==> src/rtl/hit_pkg.sv <==
// Shared types and constants for the hit record builder.
// Record length depends on HIT_REC_TS_EN (timestamp words appended when defined).
package hit_pkg;

   typedef enum logic [1:0] {
      S_IDLE = 2'd0,
      S_HIT  = 2'd1,
      S_SEND = 2'd2
   } state_e;

   localparam logic [2:0] W_ID   = 3'd0;
   localparam logic [2:0] W_PEAK = 3'd1;
   localparam logic [2:0] W_DUR  = 3'd2;
   localparam logic [2:0] W_TSH  = 3'd3;
   localparam logic [2:0] W_TSL  = 3'd4;

`ifdef HIT_REC_TS_EN
   localparam int unsigned REC_LEN = 5;
`else
   localparam int unsigned REC_LEN = 3;
`endif

   localparam logic [15:0] DROP_MAX = 16'hFFFF;

   function automatic logic [15:0] umax16(input logic [15:0] a, input logic [15:0] b);
      return (a > b) ? a : b;
   endfunction

endpackage

==> src/rtl/hit_record_if.sv <==
// Sample/status inputs and record stream outputs of the hit record builder.
// slave = builder side, master = producer/consumer side.
interface hit_record_if;
   logic [15:0] sm_data;
   logic        sm_vld;
   logic        stu_now_hit;
   logic [15:0] stu_hit_id;
   logic        cfg_en;
   logic [15:0] rec_data;
   logic        rec_vld;
   logic        rec_last;
   logic        rec_rdy;
   logic        stu_rec_busy;
   logic [15:0] stu_rec_drop;

   modport slave (
      input  sm_data, sm_vld, stu_now_hit, stu_hit_id, cfg_en, rec_rdy,
      output rec_data, rec_vld, rec_last, stu_rec_busy, stu_rec_drop
   );

   modport master (
      output sm_data, sm_vld, stu_now_hit, stu_hit_id, cfg_en, rec_rdy,
      input  rec_data, rec_vld, rec_last, stu_rec_busy, stu_rec_drop
   );
endinterface

==> src/rtl/hit_rec_ser.sv <==
// Word serializer: loads captured fields and streams them out over valid/ready.
// Timestamp words and the i_ts port exist only with HIT_REC_TS_EN.
module hit_rec_ser
   import hit_pkg::*;
(
   input  logic        clk_sys,
   input  logic        rst_n,
   input  logic        i_load,
   input  logic [15:0] i_id,
   input  logic [15:0] i_peak,
   input  logic [15:0] i_dur,
`ifdef HIT_REC_TS_EN
   input  logic [31:0] i_ts,
`endif
   input  logic        i_rec_rdy,
   output logic [15:0] o_rec_data,
   output logic        o_rec_vld,
   output logic        o_rec_last,
   output logic        o_done
);

   localparam logic [2:0] LastIdx = 3'(REC_LEN - 1);

   logic [2:0]  r_idx;
   logic [15:0] r_data;
   logic        r_vld;
   logic        r_last;
   logic [2:0]  w_idx_nxt;
   logic [15:0] w_word_nxt;

   assign w_idx_nxt = r_idx + 3'd1;

   always_comb begin
      w_word_nxt = '0;
      case (w_idx_nxt)
         W_PEAK:  w_word_nxt = i_peak;
         W_DUR:   w_word_nxt = i_dur;
`ifdef HIT_REC_TS_EN
         W_TSH:   w_word_nxt = i_ts[31:16];
         W_TSL:   w_word_nxt = i_ts[15:0];
`endif
         default: w_word_nxt = '0;
      endcase
   end

   always_ff @(posedge clk_sys or negedge rst_n) begin
      if (!rst_n) begin
         r_idx  <= W_ID;
         r_data <= '0;
         r_vld  <= 1'b0;
         r_last <= 1'b0;
      end else if (i_load) begin
         r_idx  <= W_ID;
         r_data <= i_id;
         r_vld  <= 1'b1;
         r_last <= 1'b0;
      end else if (r_vld && i_rec_rdy) begin
         if (r_last) begin
            r_idx  <= W_ID;
            r_vld  <= 1'b0;
            r_last <= 1'b0;
         end else begin
            r_idx  <= w_idx_nxt;
            r_data <= w_word_nxt;
            r_last <= (w_idx_nxt == LastIdx);
         end
      end
   end

   assign o_rec_data = r_data;
   assign o_rec_vld  = r_vld;
   assign o_rec_last = r_last;
   assign o_done     = r_vld & i_rec_rdy & r_last;

endmodule

==> src/rtl/hit_record.sv <==
// Hit record builder top: edge detect, field capture, drop counter, serializer.
// Define HIT_REC_TS_EN to add the free-running timestamp and 5-word records.
module hit_record
   import hit_pkg::*;
(
   input  logic     clk_sys,
   input  logic     rst_n,
   hit_record_if.slave bus
);

   state_e      r_state;
   state_e      w_state_nxt;
   logic        r_busy;
   logic        r_hit_d;
   logic [15:0] r_last_smp;
   logic [15:0] r_id;
   logic [15:0] r_peak;
   logic [15:0] r_dur;
   logic [15:0] r_drop;
   logic        w_rise;
   logic        w_capture;
   logic        w_accum;
   logic        w_load;
   logic        w_drop_inc;
   logic        w_done;

`ifdef HIT_REC_TS_EN
   logic [31:0] r_ts;
   logic [31:0] r_ts_q;

   always_ff @(posedge clk_sys or negedge rst_n) begin
      if (!rst_n) begin
         r_ts   <= '0;
         r_ts_q <= '0;
      end else begin
         r_ts <= r_ts + 32'd1;
         if (w_capture) r_ts_q <= r_ts;
      end
   end
`endif

   assign w_rise = bus.stu_now_hit & ~r_hit_d;

   always_comb begin
      w_state_nxt = r_state;
      w_capture   = 1'b0;
      w_accum     = 1'b0;
      w_load      = 1'b0;
      w_drop_inc  = 1'b0;
      unique case (r_state)
         S_IDLE: begin
            if (w_rise && bus.cfg_en) begin
               w_state_nxt = S_HIT;
               w_capture   = 1'b1;
            end
         end
         S_HIT: begin
            if (bus.stu_now_hit) begin
               w_accum = bus.sm_vld;
            end else begin
               w_state_nxt = S_SEND;
               w_load      = 1'b1;
            end
         end
         S_SEND: begin
            // A rise landing on the final handshake starts the next hit with no gap.
            if (w_done && w_rise && bus.cfg_en) begin
               w_state_nxt = S_HIT;
               w_capture   = 1'b1;
            end else begin
               w_drop_inc = w_rise;
               if (w_done) w_state_nxt = S_IDLE;
            end
         end
         default: w_state_nxt = S_IDLE;
      endcase
   end

   always_ff @(posedge clk_sys or negedge rst_n) begin
      if (!rst_n) begin
         r_state <= S_IDLE;
         r_busy  <= 1'b0;
      end else begin
         r_state <= w_state_nxt;
         r_busy  <= (w_state_nxt != S_IDLE);
      end
   end

   always_ff @(posedge clk_sys or negedge rst_n) begin
      if (!rst_n) begin
         r_hit_d    <= 1'b0;
         r_last_smp <= '0;
         r_id       <= '0;
         r_peak     <= '0;
         r_dur      <= '0;
         r_drop     <= '0;
      end else begin
         r_hit_d <= bus.stu_now_hit;
         if (bus.sm_vld) r_last_smp <= bus.sm_data;
         if (w_drop_inc && (r_drop != DROP_MAX)) r_drop <= r_drop + 16'd1;
         if (w_capture) begin
            r_id   <= bus.stu_hit_id;
            r_peak <= bus.sm_vld ? umax16(r_last_smp, bus.sm_data) : r_last_smp;
            r_dur  <= {15'd0, bus.sm_vld};
         end else if (w_accum) begin
            r_peak <= umax16(r_peak, bus.sm_data);
            if (r_dur != 16'hFFFF) r_dur <= r_dur + 16'd1;
         end
      end
   end

   hit_rec_ser u_ser (
      .clk_sys    (clk_sys),
      .rst_n      (rst_n),
      .i_load     (w_load),
      .i_id       (r_id),
      .i_peak     (r_peak),
      .i_dur      (r_dur),
`ifdef HIT_REC_TS_EN
      .i_ts       (r_ts_q),
`endif
      .i_rec_rdy  (bus.rec_rdy),
      .o_rec_data (bus.rec_data),
      .o_rec_vld  (bus.rec_vld),
      .o_rec_last (bus.rec_last),
      .o_done     (w_done)
   );

   assign bus.stu_rec_busy = r_busy;
   assign bus.stu_rec_drop = r_drop;

endmodule

==> src/flat_wrapper.sv <==
// flat-port wrapper written by rule: the top's interface ports become plain ports
module hit_record_flat import hit_pkg::*;
  (clk_sys, rst_n, bus_sm_data, bus_sm_vld, bus_stu_now_hit, bus_stu_hit_id, bus_cfg_en, bus_rec_rdy, bus_rec_data, bus_rec_vld, bus_rec_last, bus_stu_rec_busy, bus_stu_rec_drop);
  hit_record_if bus_i ();
  input  logic clk_sys;
  input  logic rst_n;
  input wire logic [$bits(bus_i.sm_data)-1:0] bus_sm_data;
  input wire logic [$bits(bus_i.sm_vld)-1:0] bus_sm_vld;
  input wire logic [$bits(bus_i.stu_now_hit)-1:0] bus_stu_now_hit;
  input wire logic [$bits(bus_i.stu_hit_id)-1:0] bus_stu_hit_id;
  input wire logic [$bits(bus_i.cfg_en)-1:0] bus_cfg_en;
  input wire logic [$bits(bus_i.rec_rdy)-1:0] bus_rec_rdy;
  output wire logic [$bits(bus_i.rec_data)-1:0] bus_rec_data;
  output wire logic [$bits(bus_i.rec_vld)-1:0] bus_rec_vld;
  output wire logic [$bits(bus_i.rec_last)-1:0] bus_rec_last;
  output wire logic [$bits(bus_i.stu_rec_busy)-1:0] bus_stu_rec_busy;
  output wire logic [$bits(bus_i.stu_rec_drop)-1:0] bus_stu_rec_drop;
  assign bus_i.sm_data = bus_sm_data;
  assign bus_i.sm_vld = bus_sm_vld;
  assign bus_i.stu_now_hit = bus_stu_now_hit;
  assign bus_i.stu_hit_id = bus_stu_hit_id;
  assign bus_i.cfg_en = bus_cfg_en;
  assign bus_i.rec_rdy = bus_rec_rdy;
  assign bus_rec_data = bus_i.rec_data;
  assign bus_rec_vld = bus_i.rec_vld;
  assign bus_rec_last = bus_i.rec_last;
  assign bus_stu_rec_busy = bus_i.stu_rec_busy;
  assign bus_stu_rec_drop = bus_i.stu_rec_drop;
  hit_record u_core (.clk_sys(clk_sys), .rst_n(rst_n), .bus(bus_i));
endmodule
==> config.mk <==
export PLATFORM = sky130hd
export DESIGN_NAME = hit_record_flat
export DESIGN_NICKNAME = d
export VERILOG_FILES = /design/src/rtl/hit_pkg.sv /design/src/rtl/hit_record_if.sv /design/src/rtl/hit_rec_ser.sv /design/src/rtl/hit_record.sv /design/src/flat_wrapper.sv
export SDC_FILE = /design/constraint.sdc
export NUM_CORES = 1
export LEC_CHECK = 0
export BUFFER_PORTS_ARGS = -buffer_cell sky130_fd_sc_hd__buf_2
export CAP_MARGIN = 0
export CORE_MARGIN = 1
export CORE_UTILIZATION = 54
export CTS_BUF_LIST = sky130_fd_sc_hd__clkbuf_4
export CTS_CLUSTER_DIAMETER = 40
export DETAILED_ROUTE_END_ITERATION = 6
export PLACE_DENSITY = 0.8
export SYNTH_ARGS = -nofsm -noshare
export SYNTH_HDL_FRONTEND = slang
export SYNTH_SLANG_ARGS = --single-unit
export TNS_END_PERCENT = 5
==> constraint.sdc <==
create_clock -name clk_sys -period 2.8 [get_ports clk_sys]
set_clock_uncertainty 0.15 [all_clocks]
set_input_delay 0.28 -clock clk_sys [delete_from_list [all_inputs] [get_ports clk_sys]]
set_output_delay 0.28 -clock clk_sys [all_outputs]
set_load 0.02 [all_outputs]
==> results of run 1 <==
[how the worst max path moves through the flow]
stage / to / from / slack (ns)
3_5_place_dp: u_core.r_peak[14] / bus_sm_data[14] / -0.12
2_1_floorplan: u_core.r_peak[10] / u_core.r_peak[15] / 0.02
3_3_place_gp: u_core.r_peak[1] / bus_sm_data[14] / 0.02
5_1_grt: u_core.r_peak[9] / u_core.r_peak[15] / 0.01
4_1_cts: u_core.r_peak[14] / bus_sm_data[9] / 0.02
6_report: u_core.r_peak[11] / bus_sm_data[12] / 0.04
[logic make-up after synthesis]
kind of cell / share of synthesized area
XOR/XNOR: 0.0435
adder cells (fa/ha/maj): 0.0851
buffers and inverters: 0.0313
flip-flops: 0.483
multiplexers: 0.101
AO/OA/AOI/OAI: 0.143
AND/OR/NAND/NOR: 0.113
[final cells by class]
cell class | count | area share
multi-input combinational | 347 | 0.403
sequential | 105 | 0.397
timing repair buffer | 134 | 0.141
tap | 133 | 0.0251
inverter | 23 | 0.0130
clock buffer | 11 | 0.0125
clock inverter | 5 | 0.00851
[registers in the layout, indices dropped and copies added, names as in the netlist]
| register | count |
|---|---|
| u_core.bus.stu_rec_drop | 16 |
| u_core.r_dur | 16 |
| u_core.r_id | 16 |
| u_core.r_last_smp | 16 |
| u_core.r_peak | 16 |
| u_core.u_ser.o_rec_data | 16 |
| u_core.u_ser.r_idx | 3 |
| u_core.r_state | 2 |
| u_core.bus.stu_rec_busy | 1 |
| u_core.r_hit_d | 1 |
| u_core.u_ser.o_rec_last | 1 |
| u_core.u_ser.o_rec_vld | 1 |
[power by group through the flow]
stage	combinational (uW)	sequential [uW]	clock, uW
after floorplan	1070	2440	0
after global placement	1750	2320	0
after detailed placement	1840	2350	0
after CTS	1890	2320	803
after global routing	2140	2380	855
final	1920	2330	778
[cells in the mapped netlist, types with 8 or more instances]
cell type | count | area (um^2)
a21oi_1 | 18 | 90.1
a22oi_1 | 39 | 293
and3_1 | 9 | 56.3
clkbuf_1 | 13 | 48.8
dfrtp_1 | 105 | 2630
ha_1 | 37 | 463
inv_1 | 23 | 86.3
mux2_2 | 45 | 507
nand2_1 | 27 | 101
nand3_1 | 14 | 70.1
nand4_1 | 11 | 68.8
nor2_1 | 31 | 116
o21ai_0 | 29 | 145
o31ai_1 | 10 | 75.1
xnor2_1 | 8 | 70.1
xor2_1 | 19 | 166
[cell usage in the layout (no fill, tap or decap), types with 2 or more instances in the layout]
cell type      netlist  final
dfrtp_1            105    105
buf_2                1     71
mux2_2              45     45
a22oi_1             39     39
ha_1                37     37
dlygate4sd3_1        0     36
nor2_1              31     31
o21ai_0             29     28
nand2_1             27     27
buf_4                2     25
inv_1               23     23
xor2_1              19     19
a21oi_1             18     18
nand3_1             14     14
nand4_1             11     11
clkbuf_4             0     11
o31ai_1             10     10
and3_1               9      9
xnor2_1              8      8
nand2b_1             5      5
a21o_1               5      5
and2_1               5      5
and4_1               4      4
nor2b_1              3      3
a211oi_1             3      3
nand3b_1             3      3
mux2_1               3      3
clkinvlp_4           0      3
o211ai_1             2      2
[stage by stage]
step	util	power [uW]	instances	hold slack [ns]	instance area [um^2]
after detailed placement	0.618	4190	699	0.188	6040
after global placement	0.618	4070	699	0.185	6040
after global routing	0.677	5370	758	0.0127	6620
final	0.677	5030	758	0.0263	6620
after floorplan	-	3510	493	-0.166	5440
after CTS	0.671	5010	754	0.00288	6560
[worst max-delay path, cell delays in order]
cell and delay (ns):
dlygate4sd3_1 0.52, buf_2 0.11, inv_1 0.07, ha_1 0.28, nand4_1 0.11, or4_4 0.57, a21o_1 0.19, a311oi_2 0.26
buf_4 0.23, mux2_2 0.35
[routing by layer]
metal / global-route usage / up-vias / wire length (um)
met5: 0 / - / 0
met4: 0.0835 / 0 / 259
met3: 0.0622 / 26 / 540
met2: 0.423 / 127 / 6180
met1: 0.318 / 2083 / 5450
li1: - / 2040 / -
[timing repair]
item,CTS,global route
resized for setup,0,6
setup endpoints to repair,8,9
setup buffers,3,4
hold endpoints to repair,91,0
cloned,0,0
hold buffers,36,0
pin swaps,1,3
==> key figures, run 1 <==
Global routing
  • Largest net degree at the start of global routing: 58
  • Global-route wire length before repair: 19.9 mm
  • GR Util All Layers: 0.251
  • Grt total ovfl: 0
  • Antenna violations before repair: 0
  • Vias in the first global route: 4141

Worst setup path
  • R2r worst-path depth: 7
  • Crit path launch type: input pin
  • Crit path DAT: 2.98 ns
  • Critical Path RT: 3.02 ns
  • Critical path type: in -> reg
  • Worst r2r src: u_core.r_peak[15]
  • Crit path capture type: flop
  • R2R setup slack: 0.06 ns
  • Largest fanout on the critical path: 8
  • Worst R2R End: u_core.r_peak[11]

Run status
  • Status: completed

STA
  • Final setup viols: 0
  • Setup repair after global routing missed its margin: false
  • Highest clock rate: 0.363 GHz
  • Crit share post-route: 0.984
  • Slew Viols, Final: 0
  • Worst slew pin tran: 1.05 ns
  • Final Hold Viols: 0
  • Worst slew margin: 0.298
  • Final worst slack: 0.0434 ns
  • Tmin final: 2.76 ns
  • Setup TNS: 0 ns

Yosys
  • Sequential share of the synthesized area: 0.483
  • Synth async-reset ratio: 1.00
  • Syn Area/Cell: 11.0 um^2
  • Mapped Area: 5440 um^2
  • Synth unique cells: 44
  • Syn Nets: 568
  • Yosys warnings: 0
  • Post-synth EDFFs: 0
  • FF+latch count, synth: 105
  • Post-synth top flop: dfrtp_1
  • Syn Inst Count: 493

Place
  • Hpwl dp: 8.87 mm
  • Setup WS pre-CTS: -0.120 ns
  • Routability Congestion: 0.894
  • IO buf count: 72

Layout
  • Layout cells sized above 1: 0.270
  • Layout Area Growth over Synthesis: 21.6%
  • Multi-input logic area: 2660 um^2
  • Fin nets: 695
  • Register area: 2630 um^2
  • Fill count: 722
  • Antenna diodes: 0

Clock network
  • Worst-Skew Late Latency: 0.47 ns
  • Clock-pin slew on the worst setup and hold paths: 0.15 ns
  • CTS Sinks: 105
  • CTS Buffer Depth: 2
  • CTS tree: yes
  • H-tree depth: 3
  • CTS Buf Count: 9
  • Clk root buf: clkbuf_4

Floorplan
  • I/O pins: 73
  • Site Rows: 36
  • Core Area: 9770 um^2
  • Die ar.: 10500 um^2
  • Chip width: 102 um
  • Die Y: 102 um
  • Initial Util: 0.557

Power and ir drop
  • Sw Pwr: 1920 uW
  • Combinational power share: 0.381
  • Switch share: 0.383
  • Power per cell area: 760 nW/um^2
  • Share of power burned in registers: 0.464
  • Worst vdd ir: 0.475 mV
  • Clock group share of total power: 0.155
  • Leak: 0.00316 uW
  • P_int: 3100 uW

Hold path
  • Hold path start: bus_sm_vld
  • Min-delay worst type: in -> reg
  • Hold EP: u_core.r_last_smp[0]
  • Hold path depth: 3

Route
  • Post-DR wirelength/cell: 16.4 um
  • Drt first pass iters: 5
  • Post-route ant nets: 0
  • Vias per cell: 5.64
  • # DRC: 0
  • Routed WL: 12.4 mm
  • DR iter-0 viols: 205
  • Vias: 4276

Job
  • Max-Cap Viols: 0
Note: power is estimated with default switching activity, not from simulation.
==> inputs of run 2 (changes only) <==
--- a/config.mk
+++ b/config.mk
@@ -5,14 +5,14 @@
 export SDC_FILE = /design/constraint.sdc
 export NUM_CORES = 1
 export LEC_CHECK = 0
-export BUFFER_PORTS_ARGS = -buffer_cell sky130_fd_sc_hd__buf_2
 export CAP_MARGIN = 0
 export CORE_MARGIN = 1
-export CORE_UTILIZATION = 54
-export CTS_BUF_LIST = sky130_fd_sc_hd__clkbuf_4
+export CORE_UTILIZATION = 60
+export CTS_BUF_LIST = sky130_fd_sc_hd__clkbuf_8
 export CTS_CLUSTER_DIAMETER = 40
 export DETAILED_ROUTE_END_ITERATION = 6
-export PLACE_DENSITY = 0.8
+export DONT_BUFFER_PORTS = 1
+export PLACE_DENSITY = 0.81
 export SYNTH_ARGS = -nofsm -noshare
 export SYNTH_HDL_FRONTEND = slang
 export SYNTH_SLANG_ARGS = --single-unit
==> key figures, run 2 (synthesis results as in run 1) <==
Run status
  • Status: finished with violations
  • Failing checks: hold timing, setup timing

Power and ir drop
  • Leak: 0.00295 uW
  • Sw Pwr: 1970 uW
  • Switch share: 0.378
  • Share of power burned in registers: 0.491
  • Clock group share of total power: 0.190
  • P_int: 3240 uW
  • Combinational power share: 0.319
  • Worst vdd ir: 0.493 mV
  • Tot Pwr: 5210 uW
  • Power per cell area: 809 nW/um^2

Clock network
  • Worst-Skew Late Latency: 0.38 ns
  • CTS Buffer Depth: 2
  • H-tree depth: 3
  • Clock-pin slew on the worst setup and hold paths: 0.11 ns
  • CTS tree: yes
  • CTS Sinks: 105
  • CTS Buf Count: 9
  • Clk root buf: clkbuf_8
  • Cts-stage hold buffer count: 36

Layout
  • Most frequent cells in the layout: dfrtp_1, mux2_2, a22oi_1
  • Finished Layout Cells: 664
  • Commonest non-fill, non-tap cell in the layout: dfrtp_1
  • Fin nets: 626
  • Fill count: 575
  • Layout Area Growth over Synthesis: 18.4%
  • Layout cells sized above 1: 0.200
  • Antenna diodes: 0

STA
  • Final Hold Viols: 105
  • Setup repair after global routing missed its margin: true
  • Final setup viols: 11
  • Worst slew margin: 0.295
  • Highest clock rate: 0.347 GHz
  • Final worst slack: -0.0812 ns
  • Hold_ws: -0.571 ns
  • Worst slew pin tran: 1.05 ns
  • Slew Viols, Final: 0
  • Crit share post-route: 1.03
  • Tmin final: 2.88 ns
  • Setup TNS: -0.650 ns

Place
  • Routability Congestion: 0.835
  • Dpl cells: 598
  • Hpwl dp: 7.93 mm
  • IO buf count: 0
  • Setup WS pre-CTS: -0.0215 ns

Floorplan
  • Die ar.: 9450 um^2
  • Initial Util: 0.621
  • Site Rows: 34
  • Core Area: 8760 um^2
  • I/O pins: 73
  • Die Y: 97.2 um
  • Chip width: 97.2 um

Global routing
  • Grt total ovfl: 0
  • Antenna violations before repair: 0
  • Vias in the first global route: 4026
  • Largest net degree at the start of global routing: 106
  • Global-route wire length before repair: 19.8 mm
  • GR Util All Layers: 0.261

Route
  • # DRC: 0
  • Routed WL: 12.6 mm
  • Vias per cell: 6.25
  • Vias: 4150
  • Drt first pass iters: 5
  • DR iter-0 viols: 171
  • Post-route ant nets: 0
  • Post-DR wirelength/cell: 19.0 um

Worst setup path
  • Largest fanout on the critical path: 5
  • Crit path capture type: flop
  • Most frequent cell on the critical path: buf_4
  • Crit path DAT: 2.99 ns
  • Largest delay contributor family on the critical path: compound AO/OA/AOI/OAI gates
  • CP Buf/Inv Count: 4
  • Worst path max stage delay: 0.59 ns
  • Critical Path RT: 2.91 ns
  • Critical path type: reg -> reg
  • CP max stage cell: nor4_1
  • Crit path cell chain: ha_4 -> buf_4 -> a21oi_1 -> o21ai_0 -> nor4_1 -> a311oi_4 -> buf_12 -> buf_8 -> buf_4 -> a22oi_1 -> o31ai_1
  • Crit path launch type: flop
  • R2R setup slack: -0.08 ns

Hold path
  • Min-delay worst type: in -> async

Job
  • Max-Cap Viols: 0
-- run 2: metal layers --
metal / GRT usage / wire [um] / vias to the layer above
met5: 0 / 0 / -
met4: 0.0543 / 218 / 0
met3: 0.0820 / 806 / 25
met2: 0.419 / 5990 / 154
met1: 0.351 / 5620 / 2065
li1: - / - / 1906
-- run 2: timing repair --
| action | in CTS | in global routing |
|---|---|---|
| setup buffers | 3 | 10 |
| hold endpoints to repair | 150 | 105 |
| resized for setup | 0 | 30 |
| gates cloned | 1 | 0 |
| pin swaps | 2 | 6 |
| setup endpoints to repair | 8 | 15 |
-- run 2: final timing paths --
path,from,endpoint,cells after the start
setup / recovery,u_core.r_peak[15],u_core.r_peak[12],11
max in group asynchronous,rst_n,u_core.r_peak[14],0
min in group clk_sys,bus_sm_data[11],u_core.r_peak[11],2
hold / removal,rst_n,u_core.bus.stu_rec_drop[9],0
setup reg to reg,u_core.r_peak[15],u_core.r_peak[12],11
hold reg to reg,u_core.r_id[9],u_core.r_id[9],1
-- run 2: power by group through the flow --
stage               Clock (uW)  Sequential, uW  Combinational, uW
floorplan                    0            2440               1070
global placement             0            2530               1310
detailed placement           0            2550               1380
CTS                       1010            2530               1470
global route              1060            2600               1860
finish                     990            2560               1660
-- run 2: area by class of cell --
class | count | area (um^2) | share of cell area
Tap cell | 108 | 135 | 0.0210
Inverter | 23 | 86.3 | 0.0134
Timing Repair Buffer | 65 | 631 | 0.0979
Clock buffer | 10 | 138 | 0.0214
Clock inverter | 6 | 71.3 | 0.0111
Multi-Input combinational cell | 347 | 2750 | 0.427
Sequential cell | 105 | 2630 | 0.408
-- run 2: stage by stage --
step                      instance area (um^2)   util  hold slack [ns]
after floorplan                           5440      -           -0.166
after detailed placement                  5620  0.641           -0.163
after global placement                    5620  0.641           -0.163
final                                     6440  0.735           -0.571
after global routing                      6440  0.735           -0.595
after CTS                                 6240  0.712           -0.577
-- run 2: worst reg2reg max path: cells and delay by family, from the launching register on --
| family | cells | cell delay [ns] |
|---|---|---|
| AO/OA/AOI/OAI | 5 | 0.76 |
| adder cells (fa/ha/maj) | 1 | 0.26 |
| flip-flops | 1 | 0.44 |
| buffers and inverters | 4 | 0.57 |
| AND/OR/NAND/NOR | 1 | 0.59 |
